## config.mk

```make
export PLATFORM = sky130hd
export DESIGN_NAME = scroll_rate_ctrl
export DESIGN_NICKNAME = d
export VERILOG_FILES = /design/src/rtl/scroll_rate_ctrl.sv
export SDC_FILE = /design/constraint.sdc
export NUM_CORES = 1
export LEC_CHECK = 0
export ABC_AREA = 1
export BUFFER_PORTS_ARGS = -buffer_cell sky130_fd_sc_hd__buf_2
export CAP_MARGIN = 0
export CELL_PAD_IN_SITES_DETAIL_PLACEMENT = 1
export CELL_PAD_IN_SITES_GLOBAL_PLACEMENT = 2
export CORE_ASPECT_RATIO = 1.75
export CORE_MARGIN = 2
export CORE_UTILIZATION = 39
export DETAILED_ROUTE_END_ITERATION = 8
export GPL_TIMING_DRIVEN = 1
export PLACE_DENSITY_LB_ADDON = 0.1
export SLEW_MARGIN = 10
export SYNTH_ARGS = -nofsm -noshare
export SYNTH_HDL_FRONTEND = slang
export SYNTH_SLANG_ARGS = --single-unit
```

## constraint.sdc

```tcl
create_clock -name CLOCK_50 -period 4.2 [get_ports CLOCK_50]
set_clock_uncertainty 0.1 [all_clocks]
set_input_delay 0.84 -clock CLOCK_50 [delete_from_list [all_inputs] [get_ports CLOCK_50]]
set_output_delay 0.84 -clock CLOCK_50 [all_outputs]
set_load 0.005 [all_outputs]
```

## src/rtl/scroll_rate_ctrl.sv

```systemverilog
// Scroll rate stage: key sync/debounce, saturating 5-level speed FSM, and tick generator.
// Optional SCROLL_PAUSE_EN adds a pause input that freezes the rate counters.

module scroll_key_db #(
    parameter int DB_CYCLES = 1
) (
    input  logic clk,
    input  logic rst_n,
    input  logic key_n,
    output logic press
);
    localparam int DW = (DB_CYCLES > 1) ? $clog2(DB_CYCLES + 1) : 1;

    logic [1:0]    sync;
    logic          deb;
    logic [DW-1:0] cnt;

    always_ff @(posedge clk) begin
        if (!rst_n) begin
            sync  <= 2'b11;
            deb   <= 1'b1;
            cnt   <= '0;
            press <= 1'b0;
        end else begin
            sync  <= {sync[0], key_n};
            press <= 1'b0;
            if (sync[1] != deb) begin
                if (cnt == DW'(DB_CYCLES - 1)) begin
                    deb   <= sync[1];
                    cnt   <= '0;
                    // only the 1->0 edge of the debounced key is a press
                    press <= ~sync[1];
                end else begin
                    cnt <= cnt + 1'b1;
                end
            end else begin
                cnt <= '0;
            end
        end
    end
endmodule

module scroll_rate_ctrl #(
    parameter int BASE_DIV  = 6250000,
    parameter int DB_CYCLES = 1000000
) (
    input  logic       CLOCK_50,
    input  logic       Resetn,
    input  logic       key_up_n,
    input  logic       key_dn_n,
    input  logic       clear,
`ifdef SCROLL_PAUSE_EN
    input  logic       pause,
`endif
    output logic       tick,
    output logic [2:0] level
);
    localparam logic [2:0] L0 = 3'd0;
    localparam logic [2:0] L1 = 3'd1;
    localparam logic [2:0] L2 = 3'd2;
    localparam logic [2:0] L3 = 3'd3;
    localparam logic [2:0] L4 = 3'd4;
    localparam int PW = $clog2(BASE_DIV);

    logic [1:0]    key_n;
    logic [1:0]    press;
    logic          up_evt, dn_evt;
    logic          hold;
    logic          base;
    logic          run;
    logic [PW-1:0] pre;
    logic [3:0]    oct;
    logic [3:0]    mask;

`ifdef SCROLL_PAUSE_EN
    assign hold = pause;
`else
    assign hold = 1'b0;
`endif

    assign key_n = {key_dn_n, key_up_n};

    for (genvar i = 0; i < 2; i++) begin : g_key
        scroll_key_db #(.DB_CYCLES(DB_CYCLES)) u_db (
            .clk   (CLOCK_50),
            .rst_n (Resetn),
            .key_n (key_n[i]),
            .press (press[i])
        );
    end

    assign up_evt = press[0];
    assign dn_evt = press[1];

    always_ff @(posedge CLOCK_50) begin
        if (!Resetn || clear) begin
            level <= L2;
        end else if (up_evt && !dn_evt && level != L4) begin
            level <= level + 3'd1;
        end else if (dn_evt && !up_evt && level != L0) begin
            level <= level - 3'd1;
        end
    end

    // level n fires when the low n octave bits are all ones: every 2^n base pulses
    always_comb begin
        mask = 4'b0000;
        case (level)
            L1:      mask = 4'b0001;
            L2:      mask = 4'b0011;
            L3:      mask = 4'b0111;
            L4:      mask = 4'b1111;
            default: mask = 4'b0000;
        endcase
    end

    assign base = (pre == PW'(BASE_DIV - 1));
    assign run  = !clear && !hold;

    always_ff @(posedge CLOCK_50) begin
        if (!Resetn || clear) begin
            pre  <= '0;
            oct  <= '0;
            tick <= 1'b0;
        end else if (!run) begin
            tick <= 1'b0;
        end else begin
            tick <= base && ((oct & mask) == mask);
            if (base) begin
                pre <= '0;
                oct <= oct + 4'd1;
            end else begin
                pre <= pre + 1'b1;
            end
        end
    end
endmodule

```

==> impl_metrics.env, run 1 <==
export IMPL_ys_top_cells_by_area="dfxtp_1 (38%), nand2_1 (12%), nor2_1 (8.9%), inv_1 (6.4%), nand3_1 (4.4%)"
export IMPL_power_density_nw_per_um2=341
export IMPL_slew_headroom_pct=52.0
export IMPL_ys_seq_area_share_pct=37.6
export IMPL_status="complete, no violations"
export IMPL_hold_depth=2
export IMPL_yosys_warnings=0
export IMPL_grt_antenna_before_repair=0
export IMPL_synthCells=603
export IMPL_fin_crit_ns=2.14
export IMPL_synth_avg_cell_area_um2=6.97
export IMPL_slowest_stage="inv_1"
export IMPL_fin_util_pct=44.0
export IMPL_core_area_um2=10600
export IMPL_numCtsBuffers=9
export IMPL_worst_setup_path_start_kind="input pin"
export IMPL_path_cells="buf_2 -> inv_1 -> nand2_1 -> inv_1 -> nand2_2 -> inv_2 -> nand2_1 -> nor2_2"
export IMPL_reg2regPathDepth=8
export IMPL_grt_use_total_pct=20.9
export IMPL_first_iter_violations=78
export IMPL_post_cts_setup_buffers=0
export IMPL_grt_pass1_wl_um=18700
export IMPL_r2r_end="g_key[0].u_db.cnt[13]"
export IMPL_holdCritStartpoint="g_key[0].u_db.sync[0]"
export IMPL_max_freq_mhz=468
export IMPL_crit_fanout=12
export IMPL_clkPwrFrac_pct=51.0
export IMPL_crit_path_max_incr_delay_ns=0.28
export IMPL_async_flop_share_pct=0
export IMPL_place_gp_congestion=0.797
export IMPL_antenna_cells=0
export IMPL_synth_seq_cells=79
export IMPL_nets=630
export IMPL_switching_share_pct=22.7
export IMPL_cts_buffer_depth=2
export IMPL_cts_sinks=79
export IMPL_clk_latency_ns=0.34
export IMPL_start_util_pct=39.7
export IMPL_drtAntennaViolNets=0
export IMPL_areaGrowthSynthToFinish_pct=10.7
export IMPL_io_pins=9
export IMPL_wirelength_um=11000
export IMPL_drv_slew=0
export IMPL_worst_pin_slew_ns=0.719
export IMPL_synth_top_area_share_pct=37.6
export IMPL_cts_resized=0
export IMPL_synth_area_um2=4200
export IMPL_p_switching_uw=359
export IMPL_r2r_start="g_key[0].u_db.cnt[0]"
export IMPL_synth_cells_most_frequent="nand2_1 (133), nor2_1 (100), dfxtp_1 (79)"
export IMPL_power_internal_uw=1230
export IMPL_root_buffer="clkbuf_16"
export IMPL_via_count=3829
export IMPL_cp_arrival_ns=2.32
export IMPL_drc_errors=0
export IMPL_leakage_uw=0.00165
export IMPL_overflow=0
export IMPL_grt_setup_unrepaired="no"
export IMPL_crit_type="input pin to flip-flop"
export IMPL_vdd_drop_max_v=0.000205
export IMPL_firstDrtPassIters=4
export IMPL_power_frac_comb_pct=1.4
export IMPL_setup_tns_ns=0
export IMPL_hold_end="g_key[0].u_db.sync[1]"
export IMPL_end_kind="flip-flop"
export IMPL_crit_required_ns=4.38
export IMPL_preCtsSetupSlack_ns=1.68
export IMPL_hold_class="flip-flop to flip-flop"
export IMPL_vias_per_cell=5.10
export IMPL_dieArea_um2=11700
export IMPL_rows=50
export IMPL_seqPwrFrac_pct=47.6
export IMPL_post_synth_top_count_cell="nand2_1"
export IMPL_grt_max_degree=21
export IMPL_drive_above_1_share_pct=12.4
export IMPL_syn_nets=617
export IMPL_finalHoldViolCount=0
export IMPL_cts_tree="yes"
export IMPL_die_h_um=141
export IMPL_r2r_slack_ns=2.19
export IMPL_setup_violations=0
export IMPL_ctsHoldBuffers=0
export IMPL_synth_distinct_cells=35
export IMPL_clk_pin_slew_ns=0.07
export IMPL_synth_edf_count=0
export IMPL_first_global_vias=4121
export IMPL_layout_setup_ws_ns=2.06
export IMPL_yosysTopAreaCell="dfxtp_1"
export IMPL_cts_max_level=3
export IMPL_maxCapViolCount=0
export IMPL_post_drt_wl_per_cell_um=14.7
export IMPL_finalCritPeriodShare_pct=50.9
export IMPL_portBuffers=8
export IMPL_yosys_most_used_dff="dfxtp_1"
export IMPL_dp_hpwl_um=8640
export IMPL_die_w_um=82.5
cell families (layout without fill, tap and decap cells):
logic type / after synthesis / in the layout / share of synthesized area (%)
AND/OR/NAND/NOR: 365 / 365 / 41.5
adder cells (fa/ha/maj): 9 / 9 / 2.68
XOR/XNOR: 16 / 16 / 3.34
flip-flops: 79 / 79 / 37.6
buffers and inverters: 84 / 102 / 8.34
AO/OA/AOI/OAI: 50 / 50 / 6.46
worst max-delay path: cells and delay by family:
| family | cells | cell delay (ns) |
|---|---|---|
| buffers and inverters | 4 | 0.85 |
| and+or+nand+nor | 4 | 0.62 |
layout make-up:
cell class | count | area (um^2)
tap | 130 | 163
fill | 1398 | 5920
sequential | 79 | 1580
timing repair buffer | 8 | 40.0
clock buffer | 9 | 225
clock inverter | 7 | 80.1
multi-input combinational | 440 | 2270
inverter | 78 | 293
per-stage QoR:
| stage | instance area (um^2) | hold slack, ns | instances | total power [uW] |
|---|---|---|---|---|
| after floorplan | 4200 | 0.280 | 603 | 789 |
| after global placement | 4350 | 0.290 | 735 | 793 |
| after detailed placement | 4350 | 0.292 | 735 | 794 |
| after CTS | 4650 | 0.304 | 751 | 1610 |
| after global routing | 4650 | 0.343 | 751 | 1640 |
| final | 4650 | 0.303 | 751 | 1580 |
per-layer routing:
layer / global-route usage (%) / vias to the layer above / part of all wire [%]
li1: - / 1957 / -
met1: 20.7 / 1841 / 39
met2: 41.3 / 18 / 58
met3: 2.67 / 13 / 1.2
met4: 7.89 / 0 / 1.5
met5: 0 / - / 0
flip-flops by register name, indices dropped and copies added (netlist names):
register          cells
g_key.u_db.cnt       40
pre                  23
g_key.u_db.sync       4
oct                   4
level                 3
g_key.u_db.deb        2
g_key.u_db.press      2
tick                  1
worst max-delay path by stage:
stage / start / to / slack (ns) / depth (start not counted)
floorplan: Resetn / g_key[1].u_db.cnt[11] / 2.43 / 6
global placement: clear / pre[20] / 1.77 / 8
detailed placement: clear / pre[20] / 1.68 / 8
CTS: clear / pre[20] / 2.02 / 8
global route: clear / pre[21] / 1.84 / 8
finish: clear / pre[20] / 2.06 / 8
power by group through the flow:
stage / logic [uW] / registers [uW] / clock network [uW]
2_1_floorplan: 17.9 / 771 / 0
3_3_place_gp: 21.4 / 771 / 0
3_5_place_dp: 22.4 / 771 / 0
4_1_cts: 22.7 / 754 / 834
5_1_grt: 25.6 / 754 / 858
6_report: 21.8 / 754 / 808
cells in the final DEF, fill, tap and decap left out, types with 3 or more instances in the layout:
master and count:
xor2_1 13, buf_2 8, nor3_1 23, inv_2 6, xnor2_1 3, nand2_2 8, nor2_1 100, nand4_1 25
nor2_4 3, inv_1 72, ha_1 9, nand3_1 37, dfxtp_1 79, nor3_2 9, nand3_2 5, nor2_2 11
clkbuf_16 9, a21oi_1 29, nand2_1 133, o21ai_0 11, or2_2 3, inv_6 3
(Power assumes the default switching activity.)
==> run 2, diff against run 1 <==
ABC_AREA = 0   (was 1)
CORE_UTILIZATION = 35   (was 39)
clock period = 1.8 ns   (was 4.2 ns; I/O delays follow)
==> run 2 against run 1 <==
The flow now finishes with violations (negative setup slack). Die area decreased by 2.7%. Combinational power grew to 3.5 times the previous value. Core utilization up 5.2 points. Total power grew 140%. Sequential power increased by 130%. Clock power increased by 130%. Critical endpoint is now oct[2]. Final cell count decreased by 14%. Non-clock buffer count increased by 85.
==> impl_metrics.env, run 2 <==
export IMPL_drtAntennaViolNets=0
export IMPL_r2r_end="oct[2]"
export IMPL_nets=530
export IMPL_ys_top_cells_by_area="dfxtp_1 (43%), xnor2_1 (7.2%), nor2_1 (5.7%), a21oi_1 (3.1%), nand3_1 (3.1%)"
export IMPL_r2r_start="pre[7]"
export IMPL_drive_above_1_share_pct=31.5
export IMPL_hold_class="input pin to flip-flop"
export IMPL_yosys_warnings=0
export IMPL_synth_cells_most_frequent="dfxtp_1 (79), nor2_1 (56), xnor2_1 (30)"
export IMPL_grt_use_total_pct=18.7
export IMPL_layout_setup_ws_ns=-0.194
export IMPL_vdd_drop_max_v=0.000554
export IMPL_status="finished with violations"
export IMPL_post_synth_top_count_cell="dfxtp_1"
export IMPL_crit_type="flip-flop to flip-flop"
export IMPL_ys_seq_area_share_pct=43.1
export IMPL_start_util_pct=35.8
export IMPL_first_global_vias=3755
export IMPL_cp_arrival_ns=2.16
export IMPL_dp_hpwl_um=7310
export IMPL_crit_end="oct[2]"
export IMPL_max_freq_mhz=502
export IMPL_yosysTopAreaCell="dfxtp_1"
export IMPL_fin_crit_ns=1.99
export IMPL_root_buffer="clkbuf_16"
export IMPL_finalCritPeriodShare_pct=111
export IMPL_leakage_uw=0.00170
export IMPL_antenna_cells=0
export IMPL_syn_nets=440
export IMPL_synth_distinct_cells=45
export IMPL_final_common_cell="buf_4"
export IMPL_hold_slack_ns=0.107
export IMPL_setup_violations=47
export IMPL_synth_avg_cell_area_um2=8.61
export IMPL_violations="negative setup slack"
export IMPL_regMostFlops="g_key.u_db.cnt"
export IMPL_die_h_um=139
export IMPL_r2r_slack_ns=-0.19
export IMPL_clk_pin_slew_ns=0.06
export IMPL_preCtsSetupSlack_ns=-0.224
export IMPL_via_count=3427
export IMPL_die_w_um=81.4
export IMPL_worst_setup_path_start_kind="flip-flop"
export IMPL_grt_max_degree=16
export IMPL_rows=49
export IMPL_worst_pin_slew_ns=0.473
export IMPL_holdCritStartpoint="key_up_n"
export IMPL_largest_reg_flops=40
export IMPL_first_iter_violations=84
export IMPL_power_density_nw_per_um2=739
export IMPL_grt_antenna_before_repair=0
export IMPL_end_kind="flip-flop"
export IMPL_yosys_most_used_dff="dfxtp_1"
export IMPL_synth_area_um2=3670
export IMPL_core_area_um2=10200
export IMPL_crit_fanout=7
export IMPL_synth_top_area_share_pct=43.1
export IMPL_fillers=1201
export IMPL_reg_top3="g_key.u_db.cnt (40), pre (23)"
export IMPL_cts_buffer_depth=2
export IMPL_post_drt_wl_per_cell_um=15.1
export IMPL_clk_latency_ns=0.33
export IMPL_crit_start="pre[7]"
export IMPL_finalHoldViolCount=0
export IMPL_crit_required_ns=1.97
export IMPL_drv_slew=0
export IMPL_cts_sinks=79
export IMPL_synthCells=426
export IMPL_cts_tree="yes"
export IMPL_reg2regPathDepth=4
export IMPL_synth_seq_cells=79
export IMPL_grt_pass1_wl_um=16800
export IMPL_final_cell_mix="buf_4 (79), dfxtp_1 (67), nor2_1 (42), xnor2_1 (30)"
export IMPL_dieArea_um2=11300
export IMPL_firstDrtPassIters=4
export IMPL_portBuffers=8
export IMPL_io_pins=9
export IMPL_place_gp_congestion=0.778
export IMPL_synth_edf_count=0
export IMPL_numCtsBuffers=9
export IMPL_cts_max_level=3
export IMPL_drc_errors=0
export IMPL_wirelength_um=9750
export IMPL_grt_setup_unrepaired="yes"
export IMPL_slew_headroom_pct=68.4
export IMPL_maxCapViolCount=0
export IMPL_async_flop_share_pct=0
export IMPL_vias_per_cell=5.29
export IMPL_overflow=0
export IMPL_areaGrowthSynthToFinish_pct=37.4
export IMPL_ctsHoldBuffers=0
-- run 2: cell types whose count changed in the layout (fill, tap and decap cells not counted), sizes merged, moves of 20 or more --
| cell | delta |
|---|---|
| buf | +84 |
| inv | -64 |
| nand2 | -120 |
| nand3 | -20 |
| nor2 | -59 |
| xnor2 | +27 |
-- run 2: cell type report --
type                    count  area, um^2  area share (%)
inverters                  17        63.8            1.27
multi-input cells         316        2190            43.5
clock inverters             3        40.0           0.795
flip-flops and latches     79        1600            31.7
well taps                 127         159            3.15
repair buffers             93         717            14.2
clock buffers              13         270            5.36
-- run 2: metrics by stage --
| stage | instance area, um^2 | utilization (%) | setup TNS, ns | cells | power [uW] |
|---|---|---|---|---|---|
| 2_1_floorplan | 3680 | - | -4.35 | 426 | 1830 |
| 3_3_place_gp | 4400 | 43.0 | -4.09 | 625 | 1860 |
| 3_5_place_dp | 4400 | 43.0 | -6.25 | 625 | 1860 |
| 4_1_cts | 4860 | 47.5 | -5.06 | 648 | 3780 |
| 5_1_grt | 5040 | 49.2 | -8.67 | 648 | 3860 |
| 6_report | 5040 | 49.2 | -4.37 | 648 | 3730 |
-- run 2: metal layers --
| metal | share of wire, % | up-vias | GRT usage (%) |
|---|---|---|---|
| met1 | 39 | 1688 | 19.6 |
| li1 | - | 1704 | - |
| met3 | 1.1 | 14 | 2.92 |
| met5 | 0 | - | 0 |
| met2 | 58 | 21 | 35.7 |
| met4 | 2.1 | 0 | 6.87 |
-- run 2: worst max-delay path, cell delays in order (launching register included) --
cell and delay, ns:
dfxtp_2 0.32, or4b_1 0.50, or3_4 0.38, or4_1 0.50, a21oi_2 0.13
-- run 2: where the power goes --
group	leakage, uW	internal (uW)	switching [uW]
registers	0.000644	1750	4.58
logic	0.000897	34.3	41.5
clock network	0.000156	1180	707
-- run 2: kinds of logic (layout without fill, tap and decap cells) --
| group | after synthesis | count (layout) | synth area share, % |
|---|---|---|---|
| AOI/OAI and AO/OA | 60 | 60 | 10.2 |
| and+or+nand+nor | 204 | 204 | 29.9 |
| DFF | 79 | 79 | 43.1 |
| buffers and inverters | 31 | 126 | 3.45 |
| adders and majority gates | 9 | 9 | 3.07 |
| xor gates and xnor gates | 43 | 43 | 10.3 |
-- run 2: worst min-delay path by stage --
stage          cells past startpoint               endpoint
2_1_floorplan                      1  g_key[0].u_db.sync[1]
3_3_place_gp                       1  g_key[0].u_db.sync[1]
3_5_place_dp                       1  g_key[0].u_db.sync[1]
4_1_cts                            2  g_key[0].u_db.sync[0]
5_1_grt                            2  g_key[0].u_db.sync[0]
6_report                           2  g_key[0].u_db.sync[0]
-- run 2: timing repair --
| item | CTS | global route |
|---|---|---|
| buffers inserted | 5 | 3 |
| endpoints found under the setup margin | 50 | 70 |
| gates resized for setup | 21 | 54 |
| pin swaps | 8 | 16 |
| cloned | 2 | 1 |
==> run 3, diff against run 2 <==
==> constraint.sdc (replaced) <==
create_clock -name CLOCK_50 -period 1.8 [get_ports CLOCK_50]
set_clock_uncertainty 0.1 [all_clocks]
set_input_delay 0.27 -clock CLOCK_50 [delete_from_list [all_inputs] [get_ports CLOCK_50]]
set_output_delay 0.27 -clock CLOCK_50 [all_outputs]
set_load 0.005 [all_outputs]
==> run 3 against run 2 <==
The flow still finishes with violations (negative setup slack). Worst hold slack got worse by 0.088 ns. Sequential power about the same. Combinational power is 8.5% lower. Global-route usage down 0.51 points. Critical path depth is the same. Count of clock-buffer cells in the layout shrank 2. Clock power fell by 14%. Sequential cell count stayed put. Wire length rose by 0.41%. First-iteration DRC count decreased by 42%. Core utilization is 1.4 points lower. Critical endpoint unchanged. Largest cell class unchanged. Die area is the same. Largest power group is now sequential cells.
==> impl_metrics.env, run 3 (synthesized netlist as in run 2, its figures left out) <==
export IMPL_grt_antenna_before_repair=0
export IMPL_placed_area_um2=4360
export IMPL_place_gp_congestion=0.723
export IMPL_nets=527
export IMPL_cp_num_buf_inv=0
export IMPL_die_h_um=139
export IMPL_end_kind="flip-flop"
export IMPL_firstDrtPassIters=3
export IMPL_numCtsBuffers=9
export IMPL_portBuffers=8
export IMPL_regMostFlops="g_key.u_db.cnt"
export IMPL_maxCapViolCount=0
export IMPL_hold_slack_ns=0.0190
export IMPL_setup_tns_ns=-4.60
export IMPL_drive_above_1_share_pct=30.9
export IMPL_placed_cells=619
export IMPL_drtAntennaViolNets=0
export IMPL_cts_buffer_depth=2
export IMPL_first_iter_violations=49
export IMPL_stdcell_count=642
export IMPL_post_drt_wl_per_cell_um=15.3
export IMPL_via_count=3374
export IMPL_power_frac_comb_pct=2.0
export IMPL_rows=49
export IMPL_fin_util_pct=47.8
export IMPL_cp_depth=4
export IMPL_wirelength_um=9790
export IMPL_multi_input_area_um2=2140
export IMPL_crit_start="pre[7]"
export IMPL_root_buffer="clkbuf_16"
export IMPL_crit_fanout=7
export IMPL_violations="negative setup slack"
export IMPL_r2r_end="oct[2]"
export IMPL_cts_tree="yes"
export IMPL_reg2regPathDepth=4
export IMPL_cts_sinks=79
export IMPL_areaGrowthSynthToFinish_pct=33.4
export IMPL_drv_slew=0
export IMPL_layout_setup_ws_ns=-0.210
export IMPL_critical_path_top_delay_family="simple AND/OR/NAND/NOR gates"
export IMPL_design_area_um2=4890
export IMPL_drc_errors=0
export IMPL_finalHoldViolCount=0
export IMPL_status="finished with violations"
export IMPL_dieArea_um2=11300
export IMPL_worst_pin_slew_ns=0.497
export IMPL_clk_pin_slew_ns=0.06
export IMPL_max_freq_mhz=497
export IMPL_hold_class="input pin to flip-flop"
export IMPL_slew_headroom_pct=66.6
export IMPL_p_switching_uw=730
export IMPL_crit_type="flip-flop to flip-flop"
export IMPL_seqPwrFrac_pct=50.9
export IMPL_grt_use_total_pct=18.2
export IMPL_core_area_um2=10200
export IMPL_final_common_cell="buf_4"
export IMPL_switching_share_pct=21.1
export IMPL_setup_violations=47
export IMPL_crit_path_max_incr_delay_ns=0.52
export IMPL_clkPwrFrac_pct=47.1
export IMPL_ctsHoldBuffers=0
export IMPL_first_global_vias=3602
export IMPL_vias_per_cell=5.26
export IMPL_slowest_stage="or4b_4"
export IMPL_power_density_nw_per_um2=707
export IMPL_power_internal_uw=2730
export IMPL_r2r_start="pre[7]"
export IMPL_finalCritPeriodShare_pct=112
export IMPL_overflow=0
export IMPL_leakage_uw=0.00164
export IMPL_reg_top3="g_key.u_db.cnt (40), pre (23)"
export IMPL_cp_arrival_ns=2.18
export IMPL_regArea_um2=1600
export IMPL_cts_max_level=3
export IMPL_grt_pass1_wl_um=16400
export IMPL_die_w_um=81.4
export IMPL_worst_setup_path_start_kind="flip-flop"
export IMPL_fillers=1211
export IMPL_fin_crit_ns=2.01
export IMPL_r2r_slack_ns=-0.21
export IMPL_crit_required_ns=1.97
export IMPL_vdd_drop_max_v=0.000510
export IMPL_grt_max_degree=16
export IMPL_start_util_pct=35.8
export IMPL_grt_setup_unrepaired="yes"
export IMPL_path_cells="or4b_4 -> or3_4 -> or4_1 -> a21oi_2"
export IMPL_dp_hpwl_um=7060
export IMPL_antenna_cells=0
export IMPL_largest_reg_flops=40
export IMPL_final_cell_mix="buf_4 (75), dfxtp_1 (68), nor2_1 (42), xnor2_1 (30), nand3_1 (23)"
export IMPL_io_pins=9
export IMPL_clk_latency_ns=0.33
export IMPL_crit_end="oct[2]"
==> run 3: worst min path at each step <==
stage / start / to / slack (ns) / cells past startpoint
floorplan: key_up_n / g_key[0].u_db.sync[0] / 0.27 / 1
global placement: g_key[0].u_db.sync[0] / g_key[0].u_db.sync[1] / 0.30 / 1
detailed placement: g_key[1].u_db.sync[0] / g_key[1].u_db.sync[1] / 0.30 / 1
CTS: key_dn_n / g_key[1].u_db.sync[0] / 0.008 / 2
global route: key_up_n / g_key[0].u_db.sync[0] / 0.02 / 2
finish: key_dn_n / g_key[1].u_db.sync[0] / 0.02 / 2
==> run 3: metrics by stage <==
stage | total power, uW | setup WS (ns)
2_1_floorplan | 1830 | -0.195
3_3_place_gp | 1860 | -0.227
3_5_place_dp | 1860 | -0.283
4_1_cts | 3510 | -0.209
5_1_grt | 3590 | -0.256
6_report | 3460 | -0.210
==> run 3: power groups by stage <==
| stage | logic [uW] | registers (uW) | clock network, uW |
|---|---|---|---|
| floorplan | 30.5 | 1800 | 0 |
| global placement | 56.9 | 1800 | 0 |
| detailed placement | 58.1 | 1800 | 0 |
| CTS | 65.5 | 1760 | 1690 |
| global route | 76.5 | 1760 | 1750 |
| finish | 69.3 | 1760 | 1630 |
==> run 3: final cells by class <==
class                      count  area share, %
timing repair buffer          90           14.0
tap                          127           3.25
sequential                    79           32.6
multi-input combinational    316           43.7
clock buffer                  11           4.96
inverter                      17           1.30
clock inverter                 2          0.205
==> run 3: repair_timing <==
item | in CTS | in global routing
gates resized for setup | 23 | 39
setup buffers | 2 | 5
pin swaps | 13 | 19
endpoints found under the setup margin | 60 | 70
endpoints found under the hold margin | 0 | 0
gates cloned | 2 | 1
==> run 3: per-layer routing <==
metal  track usage, %  vias to the layer above  part of all wire [%]
met4             5.89                        0                   1.1
li1                 -                     1694                     -
met5                0                        -                     0
met2             34.2                       16                    57
met1             19.6                     1659                    41
met3             3.50                        5                   1.4
